**src/rtl/synth_param_readback.sv**
```systemverilog
// Synth parameter readback: latches one field of an oscillator or envelope state bus
// and converts it to four BCD digits with a serial shift-and-add-3 converter.
module synth_param_readback #(
    parameter int VALUE_W = 12
) (
    input  logic               clk,
    input  logic               resetn,
    input  logic [2:0]         module_select,
    input  logic [3:0]         parameter_select,
    input  logic               start,
    input  logic [43:0]        osca_bus,
    input  logic [43:0]        oscb_bus,
    input  logic [57:0]        adsr1_bus,
    output logic               busy,
    output logic               valid,
    output logic [VALUE_W-1:0] value,
    output logic [15:0]        bcd,
    output logic               invalid
);

    typedef enum logic {IDLE, SHIFT} state_t;

    state_t               state_q, state_d;
    logic [VALUE_W-1:0]   sr_q, sr_n;
    logic [15:0]          scratch_q, scratch_n;
    logic [3:0]           cnt_q;
    logic                 last;
    logic [VALUE_W-1:0]   field;
    logic                 sel_invalid;
    logic [43:0]          osc;
    logic [16+VALUE_W-1:0] shifted;

    function automatic logic [15:0] bcd_adjust(input logic [15:0] s);
        logic [15:0] r;
        r = s;
        for (int i = 0; i < 4; i++) begin
            if (s[4*i +: 4] >= 4'd5) r[4*i +: 4] = s[4*i +: 4] + 4'd3;
        end
        return r;
    endfunction

    // Field mux: both oscillators share one layout, so pick the bus first.
    always_comb begin
        field       = '0;
        sel_invalid = 1'b0;
        osc         = (module_select == 3'b001) ? oscb_bus : osca_bus;
        case (module_select)
            3'b000, 3'b001: begin
                case (parameter_select)
                    4'd0:    field = VALUE_W'(osc[2:0]);
                    4'd1:    field = VALUE_W'(osc[4:3]);
                    4'd2:    field = VALUE_W'(osc[11:5]);
                    4'd3:    field = VALUE_W'(osc[19:12]);
                    4'd4:    field = VALUE_W'(osc[24:20]);
                    4'd5:    field = VALUE_W'(osc[27:25]);
                    4'd6:    field = VALUE_W'(osc[34:28]);
                    4'd7:    field = VALUE_W'(osc[41:35]);
                    4'd8:    field = VALUE_W'(osc[43:42]);
                    default: sel_invalid = 1'b1;
                endcase
            end
            3'b010: begin
                case (parameter_select)
                    4'd0:    field = VALUE_W'(adsr1_bus[11:0]);
                    4'd1:    field = VALUE_W'(adsr1_bus[23:12]);
                    4'd2:    field = VALUE_W'(adsr1_bus[30:24]);
                    4'd3:    field = VALUE_W'(adsr1_bus[42:31]);
                    4'd4:    field = VALUE_W'(adsr1_bus[46:43]);
                    4'd5:    field = VALUE_W'(adsr1_bus[50:47]);
                    4'd6:    field = VALUE_W'(adsr1_bus[57:51]);
                    default: sel_invalid = 1'b1;
                endcase
            end
            default: sel_invalid = 1'b1;
        endcase
    end

    assign shifted   = {bcd_adjust(scratch_q), sr_q} << 1;
    assign scratch_n = shifted[16+VALUE_W-1:VALUE_W];
    assign sr_n      = shifted[VALUE_W-1:0];
    assign last      = (cnt_q == 4'(VALUE_W - 1));

    always_comb begin
        state_d = state_q;
        case (state_q)
            IDLE:    if (start) state_d = SHIFT;
            SHIFT:   if (last)  state_d = IDLE;
            default: state_d = IDLE;
        endcase
    end

    always_ff @(posedge clk) begin
        if (!resetn) begin
            state_q   <= IDLE;
            busy      <= 1'b0;
            valid     <= 1'b0;
            value     <= '0;
            bcd       <= '0;
            invalid   <= 1'b0;
            cnt_q     <= '0;
            scratch_q <= '0;
            sr_q      <= '0;
        end else begin
            state_q <= state_d;
            valid   <= 1'b0;
            case (state_q)
                IDLE: begin
                    if (start) begin
                        sr_q      <= field;
                        value     <= field;
                        invalid   <= sel_invalid;
                        scratch_q <= '0;
                        cnt_q     <= '0;
                        busy      <= 1'b1;
                    end
                end
                SHIFT: begin
                    scratch_q <= scratch_n;
                    sr_q      <= sr_n;
                    cnt_q     <= cnt_q + 4'd1;
                    // The last shift's result goes straight to bcd, no extra cycle.
                    if (last) begin
                        bcd   <= scratch_n;
                        valid <= 1'b1;
                        busy  <= 1'b0;
                    end
                end
                default: ;
            endcase
        end
    end

endmodule

```
**config.mk**
```make
export PLATFORM = sky130hd
export DESIGN_NAME = synth_param_readback
export DESIGN_NICKNAME = d
export VERILOG_FILES = /design/src/rtl/synth_param_readback.sv
export SDC_FILE = /design/constraint.sdc
export NUM_CORES = 1
export LEC_CHECK = 0
export BUFFER_PORTS_ARGS = -buffer_cell sky130_fd_sc_hd__buf_2
export CAP_MARGIN = 10
export CORE_ASPECT_RATIO = 1.75
export CORE_MARGIN = 4
export CORE_UTILIZATION = 44
export CTS_CLUSTER_SIZE = 14
export DETAILED_ROUTE_END_ITERATION = 8
export PLACE_DENSITY = 0.82
export SETUP_SLACK_MARGIN = 0.3
export SLEW_MARGIN = 5
export SYNTH_ARGS = -nofsm -noshare
export SYNTH_HDL_FRONTEND = slang
export SYNTH_SLANG_ARGS = --single-unit
```
**constraint.sdc**
```tcl
create_clock -name clk -period 1.7 [get_ports clk]
set_clock_uncertainty 0.15 [all_clocks]
set_input_delay 0.17 -clock clk [delete_from_list [all_inputs] [get_ports clk]]
set_output_delay 0.17 -clock clk [all_outputs]
set_load 0.01 [all_outputs]
```
# Word-level counts from Yosys, hierarchy flattened
# Cells that the tools add are included.
dict set report classes {
  bitwise_logic 1
  addsub 5
  n_mux 24
  eq_ne 13
  n_lt_le_gt_ge 4
  reduce_logical 9
}
# cell n
set op_table {}
lappend op_table {{one-hot mux 12 bit (7 select lines)} 1}
lappend op_table {{one-hot mux 8 bit (9 select lines)} 1}
lappend op_table {{one-hot mux 12 bit (2 select lines)} 2}
lappend op_table {{2-to-1 mux 44 bit} 1}
lappend op_table {{one-hot mux 16 bit (2 select lines)} 1}
lappend op_table {{== test 4 x 3 -> 1 bit (second input constant)} 4}
lappend op_table {{greater-or-equal comparator 4 x 3 -> 1 bit (second input constant)} 4}
lappend op_table {{2-to-1 mux 16 bit} 1}
lappend op_table {{2-to-1 mux 4 bit} 4}
lappend op_table {{adder 4 x 2 -> 4 bit (second input constant)} 3}
lappend op_table {{2-to-1 mux 12 bit} 1}
lappend op_table {{OR reduction 9 bit} 1}
lappend op_table {{== test 4 x 2 -> 1 bit (second input constant)} 2}
lappend op_table {{== test 4 bit (second input constant)} 2}
lappend op_table {{one-hot mux 4 bit (2 select lines)} 1}
lappend op_table {{AND reduction 2 bit} 4}
lappend op_table {{2-to-1 mux 1 bit} 7}
lappend op_table {{OR reduction 7 bit} 1}
lappend op_table {{one-hot mux 1 bit (2 select lines)} 3}
lappend op_table {{adder 4 x 1 -> 4 bit (second input constant)} 1}
lappend op_table {{== test 4 x 1 -> 1 bit (second input constant)} 1}
lappend op_table {{zero test 4 bit} 1}
lappend op_table {{adder 3 x 2 -> 3 bit (second input constant)} 1}
lappend op_table {{== test 3 x 1 -> 1 bit (second input constant)} 1}
lappend op_table {{other kinds (7)} 7}
dict set report totals {
  ff_bits 64
  in_bits 156
  output_inout_bits 31
}

# Logic depth before layout (Yosys ltp)
dict set report depth {
  word_depth 6
  mapped_depth 8
}

# Least setup slack after synthesis
# No wires, ideal clock.
dict set report synth_timing {
  kind {input-to-reg}
  from {input module_select[1]}
  to {register sr_q[1]}
  path_slack_ps 33
  t_arrival_ps 1383
  cell_stages 6
  path_cell_list {nor3b_2 -> buf_6 -> mux4_2 -> o2bb2ai_1 -> nor4_2 -> o22ai_1}
}
dict set report synth_via {
  elab_chain_cells 6
  elab_cells_between_ends 9
  classes_between {2 x eq/ne; 5 x mux; 2 x reduce/logical}
}
# element line
set synth_lines {}
lappend synth_lines {{start: declaration} 8} ;# input logic [2:0] module_select,
lappend synth_lines {{== test 3 x 1 -> 1 bit} {46, 47}}
lappend synth_lines {{2-to-1 mux 44 bit} 46} ;# osc = (module_select == 3'b001) ? oscb_bus : osca_bus;
lappend synth_lines {{one-hot mux 8 bit (9 select lines)} 49} ;# case (parameter_select)
lappend synth_lines {{one-hot mux 12 bit (2 select lines) (*)} 47} ;# case (module_select)
lappend synth_lines {{2-to-1 mux 12 bit (*)} 108} ;# if (start) begin
lappend synth_lines {{one-hot mux 12 bit (2 select lines) (*)} 106} ;# case (state_q)
lappend synth_lines {{end signal: assignment} 109} ;# sr_q <= field;
lappend synth_lines {{end signal: assignment} 119} ;# sr_q <= sr_n;
lappend synth_lines {{end: declaration} 24} ;# logic [VALUE_W-1:0] sr_q, sr_n;
# Every way passes the cells marked *; elsewhere a longest branch is shown, timed or not. The select of a mux whose other input is x is not followed.
# A chain may end at the register's enable or synchronous reset.

# Worst setup path after layout
dict set report layout_timing {
  from {register state_q}
  to {register sr_q[9]}
}
dict set report layout_via {
  elab_chain_cells 2
  elab_cells_between_ends 3
  classes_between {1 x eq/ne; 1 x mux; 1 x bitwise}
}
# element line
set layout_lines {}
lappend layout_lines {{start: declaration} 23} ;# state_t state_q, state_d;
lappend layout_lines {{start signal: assignment} 104} ;# state_q <= state_d;
lappend layout_lines {{NOT 1 bit} -}
lappend layout_lines {{one-hot mux 12 bit (2 select lines) / inequality test 2 bit (equally long branches)} -}
# Parallel ways exist; a longest one is shown, timed or not.

==> results.md <==
* CTS tree: built
* Top cells by area, synth: dfxtp_1 30%, a21oi_1 7.9%, mux2i_1 7.3%
* Post-Route WL at roughly 19000 um
* Startpoint Class: register
* Mapped cell area at approximately 0.0043 mm^2
* Slew HR at a little under three quarters
* Final Slew Violations at 0
* Pre-CTS WS at -0.231 ns
* Post-synth EDFFs at 0
* Syn_area_per_cell at 8.14 um^2
* CTS max path bufs at 2
* Drt drc at 0
* Clock power share at around 45%
* Sink Count at 64
* Num CTS Buffers at 9
* Critical Path AT at 1.87 ns
* Cell area after layout at 0.00737 mm^2
* Finished Layout Cells at a little over 900
* Die footprint at 0.0114 mm^2
* DRT iter0 DRCs at approximately 440
* DR pass1 iterations at 6
* Max FO, Critical Path at 14
* Largest net degree at the start of global routing at 57
* H-tree levels at 3
* Power Density at a little over 600 mW/mm^2
* FFs w/ async S/R, synth at 0%
* Tmin final at about 1.8 ns
* Clock Latency Late Sink at between 0.3 and 0.4 ns
* YS warnings at 0
* Vias in the first global route at around 5400
* Comb pwr share at a little over a fifth
* Fin nets at between 900 and 1000
* Routed WL per cell at 20.5 um
* MaxCap Viol Count at 0
* Layout area overhead at 73.1%
* Hpwl dp at about 12000 um
* Total track usage at roughly 28%
* Via density at between 6 and 7
* Max frequency at approximately 560 MHz
* Reg clk slew, reported paths at approximately 0.060 ns
* Fin. Hold Viols at 0
* Worst Setup Slack, final at -0.0780 ns
* IR drop worst, VDD at 0.000659 V
* GPL Wtd Cong at about 0.95
* Cell Rows at 47
* Crit Path Category: register to register
* Height of the die at between 100 and 150 um
* Slew @ Worst Pin at approximately 0.43 ns
* Share of the synthesized area in the top cell type at 30.1%
* Flops & latches, synth at between 60 and 70
* Flop2flop setup slack at -0.08 ns
* Switching share of power at 25.5%
* CP endpoint kind: register
* Pint at ~0.0033 W
* Area of the core at roughly 0.0095 mm^2
* Sequential fraction of the synthesis area at approximately 30%
* Period utilisation layout at 105%
* Post-Syn Instances at between 500 and 600
* Failing checks: negative setup slack
* Netlist cell types at 62
* First-pass GRT wire length at around 25000 um
* RSZ-0062 raised after global routing: yes
* IO Count at around 190
* Dominant synthesized flop cell: dfxtp_1
* Status: finished, violations left
* Starting Density at 44.9%
* DIE WIDTH at a little over 80 um
* Root Driver: clkbuf_16
* Critical Path RT at 1.80 ns
* Yosys top cell by area: dfxtp_1
* Final setup vio count at 6
* Layout cells sized above 1 at about 57%
* Antenna-violating nets left at 0
* Pleak at ~3.1 nW
* ANT cells at 0
* Mapped Nets at between 600 and 700
* Port bufs at approximately 190
* Seq pwr share at 34.2%
* GRT overflow at 0
* CTS Hold Bufs at 0
* Placed Cells at approximately 850
* P_sw at 0.00113 W
* Area after DPL at between 0.005 and 0.006 mm^2
* Worst min-delay path category: input port to register
* Vias at ~5600
* Number of antenna violations at the first check in global routing at 0
[area by class of cell]
cell class / instances / area (um^2)
multi-input combinational: 406 / 3430
fill: 555 / 2100
timing repair buffer: 298 / 2100
sequential: 64 / 1310
clock buffer: 10 / 239
tap: 122 / 153
clock inverter: 6 / 82.6
inverter: 12 / 60.1
[routing by layer]
layer	track usage, %	wire length [um]
met5	0	0
met4	17.3	1360
met3	4.49	1240
met2	51.5	10200
met1	26.3	5960
[critical path, cell delays in order, from the launching register on]
cell	delay, ns
dfxtp_4	0.35
buf_4	0.13
buf_8	0.13
buf_4	0.13
buf_8	0.14
nor3b_1	0.31
a21oi_1	0.13
a21oi_1	0.21
[power by group through the flow]
stage / clock network [W] / registers (W) / logic [W]
3_3_place_gp: 0 / 0.00156 / 0.000688
6_report: 0.00199 / 0.00152 / 0.000931
4_1_cts: 0.00196 / 0.00152 / 0.000789
2_1_floorplan: 0 / 0.00156 / 0.000363
5_1_grt: 0.00208 / 0.00152 / 0.000979
3_5_place_dp: 0 / 0.00156 / 0.000703
[flip-flops by register name (all words and copies together) (netlist names)]
register / count
bcd: 16
busy: 1
cnt_q: 4
invalid: 1
scratch_q: 16
sr_q: 12
state_q: 1
valid: 1
value: 12
[repair_timing]
| item | CTS | global route |
|---|---|---|
| setup endpoints to repair | 52 | 59 |
| gates cloned | 3 | 6 |
| pin swaps | 31 | 41 |
| setup buffers | 17 | 25 |
| resized for setup | 77 | 80 |
[cells in the mapped netlist, types with 5 or more instances]
cell and number:
ha_1 9, nor3_1 12, buf_4 5, buf_2 12, clkbuf_1 15, nand3_1 11, a21oi_1 67, nor3b_1 23
o22ai_1 12, buf_1 7, nor2b_1 8, a32oi_1 8, dfxtp_1 64, xnor2_1 5, mux2_2 14, a31oi_1 7
mux2i_1 31, nand2_1 56, inv_1 12, nand2b_1 11, nor2_1 33, a211oi_1 9, a22oi_1 7, o21ai_0 15
[through the flow]
stage | total power [W] | hold WS, ns | setup TNS (ns) | util (%)
6_report | 0.00444 | 0.0344 | -0.236 | 77.8
5_1_grt | 0.00458 | 0.0474 | -0.610 | 77.8
4_1_cts | 0.00427 | 0.0242 | 0 | 70.9
3_5_place_dp | 0.00227 | 0.297 | -3.35 | 62.1
3_3_place_gp | 0.00225 | 0.292 | -2.43 | 62.1
2_1_floorplan | 0.00192 | 0.221 | 0 | -
[layout by cell type, fill, tap and decap left out, types with 7 or more instances in the layout]
master     instances
ha_4               9
a21oi_1           44
a21oi_2           16
nand2_1           52
a21oi_4            7
nand3_1            9
buf_2            182
mux2i_1           27
buf_6             17
nor3b_1           16
clkbuf_16         14
buf_4             81
nor2b_1            8
buf_12             7
a32oi_1            8
o22ai_1           12
mux2_2            11
nor2_1            29
dfxtp_1           52
o21ai_1           11
[logic make-up (layout without fill, tap and decap cells)]
logic type	count (synthesis)	after routing	share of synthesized area (%)
muxes	48	48	12.6
xor gates and xnor gates	5	5	1.03
AOI/OAI and AO/OA	156	156	23.3
DFF	64	64	30.1
adders and majority gates	9	9	2.65
and+or+nand+nor	188	188	24.6
buffers and inverters	53	326	5.82
[path summary, 6_finish.rpt]
check                              from       to  cells past startpoint
worst max-delay path            state_q  sr_q[9]                      7
worst min-delay path             resetn  state_q                      3
worst max register to register  state_q  sr_q[9]                      7
worst min register to register   bcd[1]   bcd[1]                      2
No activity file was read; power rests on OpenSTA's default activity.
